`src/rtl/bin2bcd_seq.sv`:
```
// Sequential binary-to-BCD converter (shift-and-add-3, one bit per clock).
// Start/busy/done handshake; bcd_out/overflow update only on completion.
module bin2bcd_seq #(
  parameter int unsigned BIN_W  = 8,
  parameter int unsigned DIGITS = 3
) (
  input  logic                  clk,
  input  logic                  rst_n,
  input  logic                  start,
  input  logic [BIN_W-1:0]      bin_in,
  output logic                  busy,
  output logic                  done,
  output logic [4*DIGITS-1:0]   bcd_out,
  output logic                  overflow
);

  localparam int unsigned CW = $clog2(BIN_W + 1);
  localparam int unsigned SW = 4 * DIGITS;

  localparam logic [0:0] S_IDLE  = 1'b0;
  localparam logic [0:0] S_SHIFT = 1'b1;

  logic [0:0]       r_state;
  logic [CW-1:0]    r_cnt;
  logic [BIN_W-1:0] r_shreg;
  logic [SW-1:0]    r_scratch;
  logic             r_ovf;
  logic             r_busy;
  logic             r_done;
  logic [SW-1:0]    r_bcd;
  logic             r_ovf_out;

  logic [SW-1:0]    w_adj;
  logic [SW-1:0]    w_next_scratch;
  logic [BIN_W-1:0] w_next_shreg;
  logic             w_top;
  logic             w_last;

  always_comb begin
    w_adj = '0;
    for (int unsigned d = 0; d < DIGITS; d++) begin
      if (r_scratch[4*d +: 4] >= 4'd5)
        w_adj[4*d +: 4] = r_scratch[4*d +: 4] + 4'd3;
      else
        w_adj[4*d +: 4] = r_scratch[4*d +: 4];
    end
    // The bit leaving the top digit is lost, so it marks an out-of-range value.
    w_top          = w_adj[SW-1];
    w_next_scratch = {w_adj[SW-2:0], r_shreg[BIN_W-1]};
    w_next_shreg   = r_shreg << 1;
    w_last         = (r_cnt == CW'(BIN_W - 1));
  end

  always_ff @(posedge clk or negedge rst_n) begin
    if (!rst_n) begin
      r_state   <= S_IDLE;
      r_cnt     <= '0;
      r_shreg   <= '0;
      r_scratch <= '0;
      r_ovf     <= 1'b0;
      r_busy    <= 1'b0;
      r_done    <= 1'b0;
      r_bcd     <= '0;
      r_ovf_out <= 1'b0;
    end else begin
      r_done <= 1'b0;
      case (r_state)
        S_IDLE: begin
          if (start) begin
            r_shreg   <= bin_in;
            r_scratch <= '0;
            r_ovf     <= 1'b0;
            r_cnt     <= '0;
            r_busy    <= 1'b1;
            r_state   <= S_SHIFT;
          end
        end
        default: begin
          r_scratch <= w_next_scratch;
          r_shreg   <= w_next_shreg;
          r_ovf     <= r_ovf | w_top;
          r_cnt     <= r_cnt + CW'(1);
          if (w_last) begin
            r_bcd     <= w_next_scratch;
            r_ovf_out <= r_ovf | w_top;
            r_done    <= 1'b1;
            r_busy    <= 1'b0;
            r_state   <= S_IDLE;
          end
        end
      endcase
    end
  end

  assign busy     = r_busy;
  assign done     = r_done;
  assign bcd_out  = r_bcd;
  assign overflow = r_ovf_out;

endmodule

```
`config.mk`:
```
export PLATFORM = sky130hd
export DESIGN_NAME = bin2bcd_seq
export DESIGN_NICKNAME = d
export VERILOG_FILES = /design/src/rtl/bin2bcd_seq.sv
export SDC_FILE = /design/constraint.sdc
export NUM_CORES = 1
export LEC_CHECK = 0
export BUFFER_PORTS_ARGS = -buffer_cell sky130_fd_sc_hd__buf_2
export CAP_MARGIN = 30
export CORE_UTILIZATION = 35
export DETAILED_ROUTE_END_ITERATION = 16
export GPL_ROUTABILITY_DRIVEN = 0
export SLEW_MARGIN = 25
export SYNTH_ARGS = -nofsm -noshare
export SYNTH_HDL_FRONTEND = slang
export SYNTH_SLANG_ARGS = --single-unit
```
`constraint.sdc`:
```
create_clock -name clk -period 1.9 [get_ports clk]
set_clock_uncertainty 0.05 [all_clocks]
set_input_delay 0 -clock clk [delete_from_list [all_inputs] [get_ports clk]]
set_output_delay 0 -clock clk [all_outputs]
set_load 0.01 [all_outputs]
```
==> metrics.txt, run 1 <==
initial antenna violation count=0; Final Util=44.1%; count of maximum capacitance violations=0; Setup Buffers After CTS=0; CP endpoint kind=register; CTS tree=yes; sequential area share after synthesis=54.4%; Post-DRT Antenna Nets=0; status=finished, final reports clean; syn avg cell area=10.4 sq um; Clk pwr share=15.8%; Switch Pwr=1.38 mW; # diodes=0; Die Y=75.4 um; Syn Nets=199; Total Power=3.68 mW; pwr dens=1620 nW/um^2; global-route wire length before repair=5900 um; Crit Path Max Fanout=3; Top FF cell, synth=dfrtp_1; die footprint=5690 sq um; maximum vdd ir drop=0.794 mV; crit path from=r_scratch[0]; H-tree depth=2; clock root cell=clkbuf_8; Leak Pwr=1.07 nW; most common cell after layout, fill and taps aside=dfrtp_1; Post-layout nets=235; Levels on crit path=6; All-Layer GR Usage=14.2%; r2r endpoint=r_scratch[2]; CP bufs+invs=1; RSZ-0062 raised after global routing=no; remaining routing DRC violations=0; Largest delay share family, worst path=flip-flops; Comb pwr share=43.1%; Row Count=26; Async SR Flop Fraction=100%; DP HPWL=2340 um; Synth Register Bits=41; slowest CP cell=dfrtp_1; R2R Setup Slk=0.22 ns; final setup TNS=0 ns; Core ar.=5140 sq um; via count=1341; initial DRC count=37; fin crit period=1.68 ns; share of cells above drive strength 1=20.7%; Port Buffers=25; total clock sinks=41; Final Hold Vio Count=0; FMAX=0.595 GHz; Worst Reg-to-Reg Cells=6; gr ovfl total=0; FILL cells=537; Clock Tree Buf Depth=2; Final Cycle Share=88.4%; CP Capture Point=r_scratch[2]; CTS Buf Count=5; synthesized instance count=181; WP data required=2.07 ns; Flop pwr share=41.1%; DIE WIDTH=75.4 um; WS Path Type=register to register; clock latency on the worst-skew pair=0.29 ns; sw frac=37.6%; Synth Cell Area=1890 sq um; Post-synth EDFFs=0; vias in the first global route=1233; WL/cell=12.4 um; pin count of the biggest net entering global routing=24; worst hold path class=input port to register; worst path arrival time=1.85 ns; Worst Max-Slew Pin Slew=0.542 ns; Area Growth Syn to Fin=20.2%; Initial Utilization=36.7%; final WL=3560 um; worst r2r src=r_scratch[0]; Vias/cell=4.67; Power Internal=2.29 mW; Pre-Repair DR Iteration Count=4; Synth cell types=29; relative slew slack=63.9%; Final setup viols=0; commonest non-fill, non-tap cells in the layout=41 x dfrtp_1, 32 x nand2_1, 25 x buf_2; clock-pin slew on the worst setup and hold paths=0.08 ns; slowest stage delay, CP=0.40 ns; yosys warns=0; Pins Over Slew Limit=0; Top Ports=26; Startpoint Class=register; Critical Path, Cell by Cell=inv_1 > ha_1 > nand2b_1 > a21oi_1 > mux2_2 > o22ai_1
## state kept, by name, indices dropped and copies added, names as in the netlist
| name | count |
|---|---|
| bcd_out | 12 |
| r_cnt | 4 |
| done | 1 |
| r_scratch | 12 |
| busy | 1 |
| r_state | 1 |
| overflow | 1 |
| r_shreg | 8 |
| r_ovf | 1 |
## Yosys cell counts (2+ instances only)
master / count / share of area [%]
a21oi_1: 9 / 2.4
a22o_1: 3 / 1.4
buf_2: 5 / 1.3
clkbuf_1: 3 / 0.60
dfrtp_1: 41 / 54
ha_1: 7 / 4.6
inv_1: 8 / 1.6
mux2_2: 3 / 1.8
mux2_4: 2 / 1.6
mux2i_1: 9 / 4.8
nand2_1: 32 / 6.4
nand2b_1: 3 / 0.99
nor2_1: 4 / 0.80
nor3b_1: 5 / 2.0
o21ai_0: 21 / 5.6
o22ai_1: 10 / 3.3
xnor2_1: 4 / 1.9
## per-stage QoR
stage	area [sq um]	instances	worst slack (ns)	hold WS [ns]
detailed placement	2100	272	0.242	-0.0307
global placement	2100	272	0.306	-0.0303
CTS	2270	287	0.220	0.0279
global route	2270	287	0.106	0.0734
floorplan	1890	181	0.356	-0.346
finish	2270	287	0.220	0.0288
## worst min-delay path by stage
stage                     slack, ns           end  cells after the start  startpoint
after floorplan               -0.35    bcd_out[0]                      0       rst_n
after detailed placement      -0.03  r_scratch[5]                      1       rst_n
after global placement        -0.03    bcd_out[7]                      1       rst_n
final                          0.03    r_shreg[6]                      3   bin_in[6]
after global routing           0.07    r_shreg[6]                      3   bin_in[6]
after CTS                      0.03    r_shreg[6]                      3   bin_in[6]
## worst reg2reg max path: cells and delay by family, from the launching register on
kind / cells / cell delay (ns)
muxes: 1 / 0.37
DFF: 1 / 0.40
buffers and inverters: 1 / 0.13
AOI/OAI and AO/OA: 2 / 0.36
adders and majority gates: 1 / 0.21
and+or+nand+nor: 1 / 0.08
## area by class of cell
class                           instances  area (sq um)  area share (%)
Clock buffer                            7          86.3            3.81
Inverter                                9          33.8            1.49
Multi-Input combinational cell        121           772            34.0
Sequential cell                        41          1030            45.2
Tap cell                               70          87.6            3.86
Timing Repair Buffer                   39           263            11.6
## power groups by stage
| stage | Combinational, mW | Clock [mW] | Sequential, mW |
|---|---|---|---|
| after detailed placement | 1.59 | 0 | 1.53 |
| final | 1.58 | 0.582 | 1.51 |
| after CTS | 1.61 | 0.598 | 1.51 |
| after global placement | 1.55 | 0 | 1.52 |
| after floorplan | 1.14 | 0 | 1.54 |
| after global routing | 1.80 | 0.628 | 1.57 |
## logic make-up after synthesis
family,synth area share [%]
and+or+nand+nor,11.5
AOI/OAI and AO/OA,14.3
xor gates and xnor gates,2.32
DFF,54.4
buffers and inverters,4.71
adders and majority gates,4.64
muxes,8.16
## metal layers
metal	wire length [um]	track usage, %
met1	1840	19.4
met2	1510	21.0
met3	132	3.57
met4	76	7.41
met5	0	0
## repair_timing
item / in CTS / in global routing
hold buffers: 8 / 0
hold endpoints to repair: 28 / 0
resized for setup: 0 / 0
No activity file was read; power rests on OpenSTA's default activity.
==> inputs of run 2 (changes only) <==
--- a/config.mk
+++ b/config.mk
@@ -10,6 +10,8 @@
 export CORE_UTILIZATION = 35
 export DETAILED_ROUTE_END_ITERATION = 16
 export GPL_ROUTABILITY_DRIVEN = 0
+export RECOVER_POWER = 100
+export SETUP_SLACK_MARGIN = 0.4
 export SLEW_MARGIN = 25
 export SYNTH_ARGS = -nofsm -noshare
 export SYNTH_HDL_FRONTEND = slang
==> run 2 against run 1 <==
- critical path depth unchanged
- die area is the same
- worst setup slack improved by 0.076 ns
- final cell count grew 2.8%
- flip-flop and latch count unchanged
- critical endpoint is now r_scratch[6]
- largest cell class unchanged
- sequential power grew 4%
- clock power is 2% lower
- sequential share of layout area down 3.2 points
- via count increased by 6.8%
- cell area increased by 8.1%
- highest routed layer unchanged
- wire length rose by 10%
==> metrics.txt, run 2 (synthesis gave the netlist of run 1 again) <==
H-tree depth=2 (unchanged); Leak Pwr=1.07 nW (+0.70%); Core ar.=5140 sq um (unchanged); Final Util=47.7% (+3.6 points); Row Count=26 (unchanged); maximum vdd ir drop=0.818 mV (+3.1%); share of cells above drive strength 1=24.4% (+3.7 points); Pins Over Slew Limit=0 (unchanged); gr ovfl total=0 (unchanged); clock root cell=clkbuf_8; count of maximum capacitance violations=0 (unchanged); dpl cells=272 (unchanged); Vias/cell=4.85 (+3.9%); fin crit period=1.60 ns (-0.0762 ns); CTS tree=yes; CTS Buf Count=5 (unchanged); Final Hold Vio Count=0 (unchanged); Top Ports=26 (unchanged); worst r2r src=r_scratch[5]; WP data required=2.06 ns (about the same); Port Buffers=25 (unchanged); Hold EP=r_ovf; worst hold path class=input port to register; Final Cycle Share=84.4% (-4.0 points); r2r endpoint=r_scratch[6]; worst slack, placed=0.249 ns (+0.00720 ns); worst path arrival time=1.76 ns (-0.09 ns); R2R Setup Slk=0.30 ns (+0.08 ns); DIE WIDTH=75.4 um (unchanged); Die Y=75.4 um (unchanged); placed cell area=2110 sq um (+0.36%); final WL=3920 um (+10%); commonest non-fill, non-tap cells in the layout=38 x dfrtp_1, 32 x nand2_1, 20 x o21ai_0; Flop pwr share=37.9% (-3.2 points); Startpoint Class=register; pin count of the biggest net entering global routing=24 (unchanged); Clk pwr share=13.7% (-2.1 points); FILL cells=519 (-3.4%); Clock Tree Buf Depth=2 (unchanged); RSZ-0062 raised after global routing=yes; most common cell after layout, fill and taps aside=dfrtp_1; Area Growth Syn to Fin=30.0%; sw frac=38.7% (+1.0 points); WS Path Type=register to register; final design area excluding fillers=2450 sq um (+8.1%); Power Internal=2.54 mW (+11%); Hold Crit Depth=3 (unchanged); Hold WS=0.116 ns (+0.0871 ns); hold path start=start; clock-pin slew on the worst setup and hold paths=0.07 ns (about the same); WL/cell=13.3 um (+7.0%); remaining routing DRC violations=0 (unchanged); global-route wire length before repair=6310 um (+7.0%); Worst Reg-to-Reg Cells=6 (unchanged); Total Power=4.15 mW (+13%); die footprint=5690 sq um (unchanged); Post-layout nets=243 (+3.4%); FMAX=0.624 GHz (+4.7%); Pre-Repair DR Iteration Count=6 (+2); All-Layer GR Usage=14.9% (+0.65 points); # diodes=0 (unchanged); total clock sinks=41 (unchanged); via count=1432 (+6.8%); relative slew slack=63.7% (-0.16 points); DP HPWL=2380 um (+2.0%); vias in the first global route=1361 (+10%); Final setup viols=0 (unchanged); clock latency on the worst-skew pair=0.28 ns (about the same); Switch Pwr=1.61 mW (+16%); Post-DRT Antenna Nets=0 (unchanged); status=finished, final reports clean; Worst Max-Slew Pin Slew=0.544 ns (+0.00237 ns); initial DRC count=84 (+130%); Initial Utilization=36.7% (unchanged); Crit Path Max Fanout=3 (unchanged); Final Worst Setup Slack=0.296 ns (+0.0762 ns); CP endpoint kind=register; fin cells=295 (+2.8%); initial antenna violation count=0 (unchanged); Comb pwr share=48.4% (+5.3 points); final setup TNS=0 ns (unchanged); pwr dens=1690 nW/um^2 (+4.4%)
run 2: worst max-delay path by stage:
stage                  from  depth (start not counted)           end  slack, ns
6_report       r_scratch[5]                          6  r_scratch[6]       0.30
5_1_grt        r_scratch[5]                          6    bcd_out[6]       0.21
4_1_cts        r_scratch[4]                          5  r_scratch[6]       0.41
3_5_place_dp   r_scratch[4]                          6  r_scratch[6]       0.25
3_3_place_gp   r_scratch[4]                          6  r_scratch[6]       0.29
2_1_floorplan  r_scratch[0]                          6  r_scratch[2]       0.40
run 2: final cells by class:
type                       count  area, sq um  area share [%]
tap                           70         87.6            3.57
sequential                    41         1030            42.0
multi-input combinational    121          916            37.3
inverter                       9         33.8            1.38
clock buffer                   7         86.3            3.52
timing repair buffer          47          299            12.2
run 2: what timing repair did:
| action | CTS | global route |
|---|---|---|
| hold buffers | 9 | 0 |
| gates resized for setup | 18 | 18 |
| buffers inserted | 6 | 1 |
| setup endpoints to repair | 9 | 14 |
| cloned | 0 | 0 |
| hold endpoints to repair | 29 | 0 |
| pin swaps | 4 | 3 |
run 2: power by group through the flow:
| stage | logic [mW] | clock network (mW) | registers [mW] |
|---|---|---|---|
| after floorplan | 1.16 | 0 | 1.54 |
| after global routing | 2.24 | 0.623 | 1.63 |
| after CTS | 1.93 | 0.592 | 1.55 |
| after detailed placement | 1.61 | 0 | 1.53 |
| after global placement | 1.57 | 0 | 1.53 |
| final | 2.01 | 0.568 | 1.57 |
run 2: routing by layer:
| layer | part of all wire (%) | GRT usage (%) | vias up |
|---|---|---|---|
| li1 | - | - | 703 |
| met1 | 49 | 19.7 | 703 |
| met2 | 47 | 24.2 | 22 |
| met3 | 3.1 | 3.84 | 4 |
| met4 | 0.97 | 4.32 | 0 |
| met5 | 0 | 0 | - |
run 2: critical path, cell delays in order (launching register included):
cell	delay, ns
dfrtp_1	0.40
inv_1	0.13
ha_1	0.26
nand2b_4	0.08
a21oi_4	0.14
mux2_4	0.32
o22ai_2	0.14
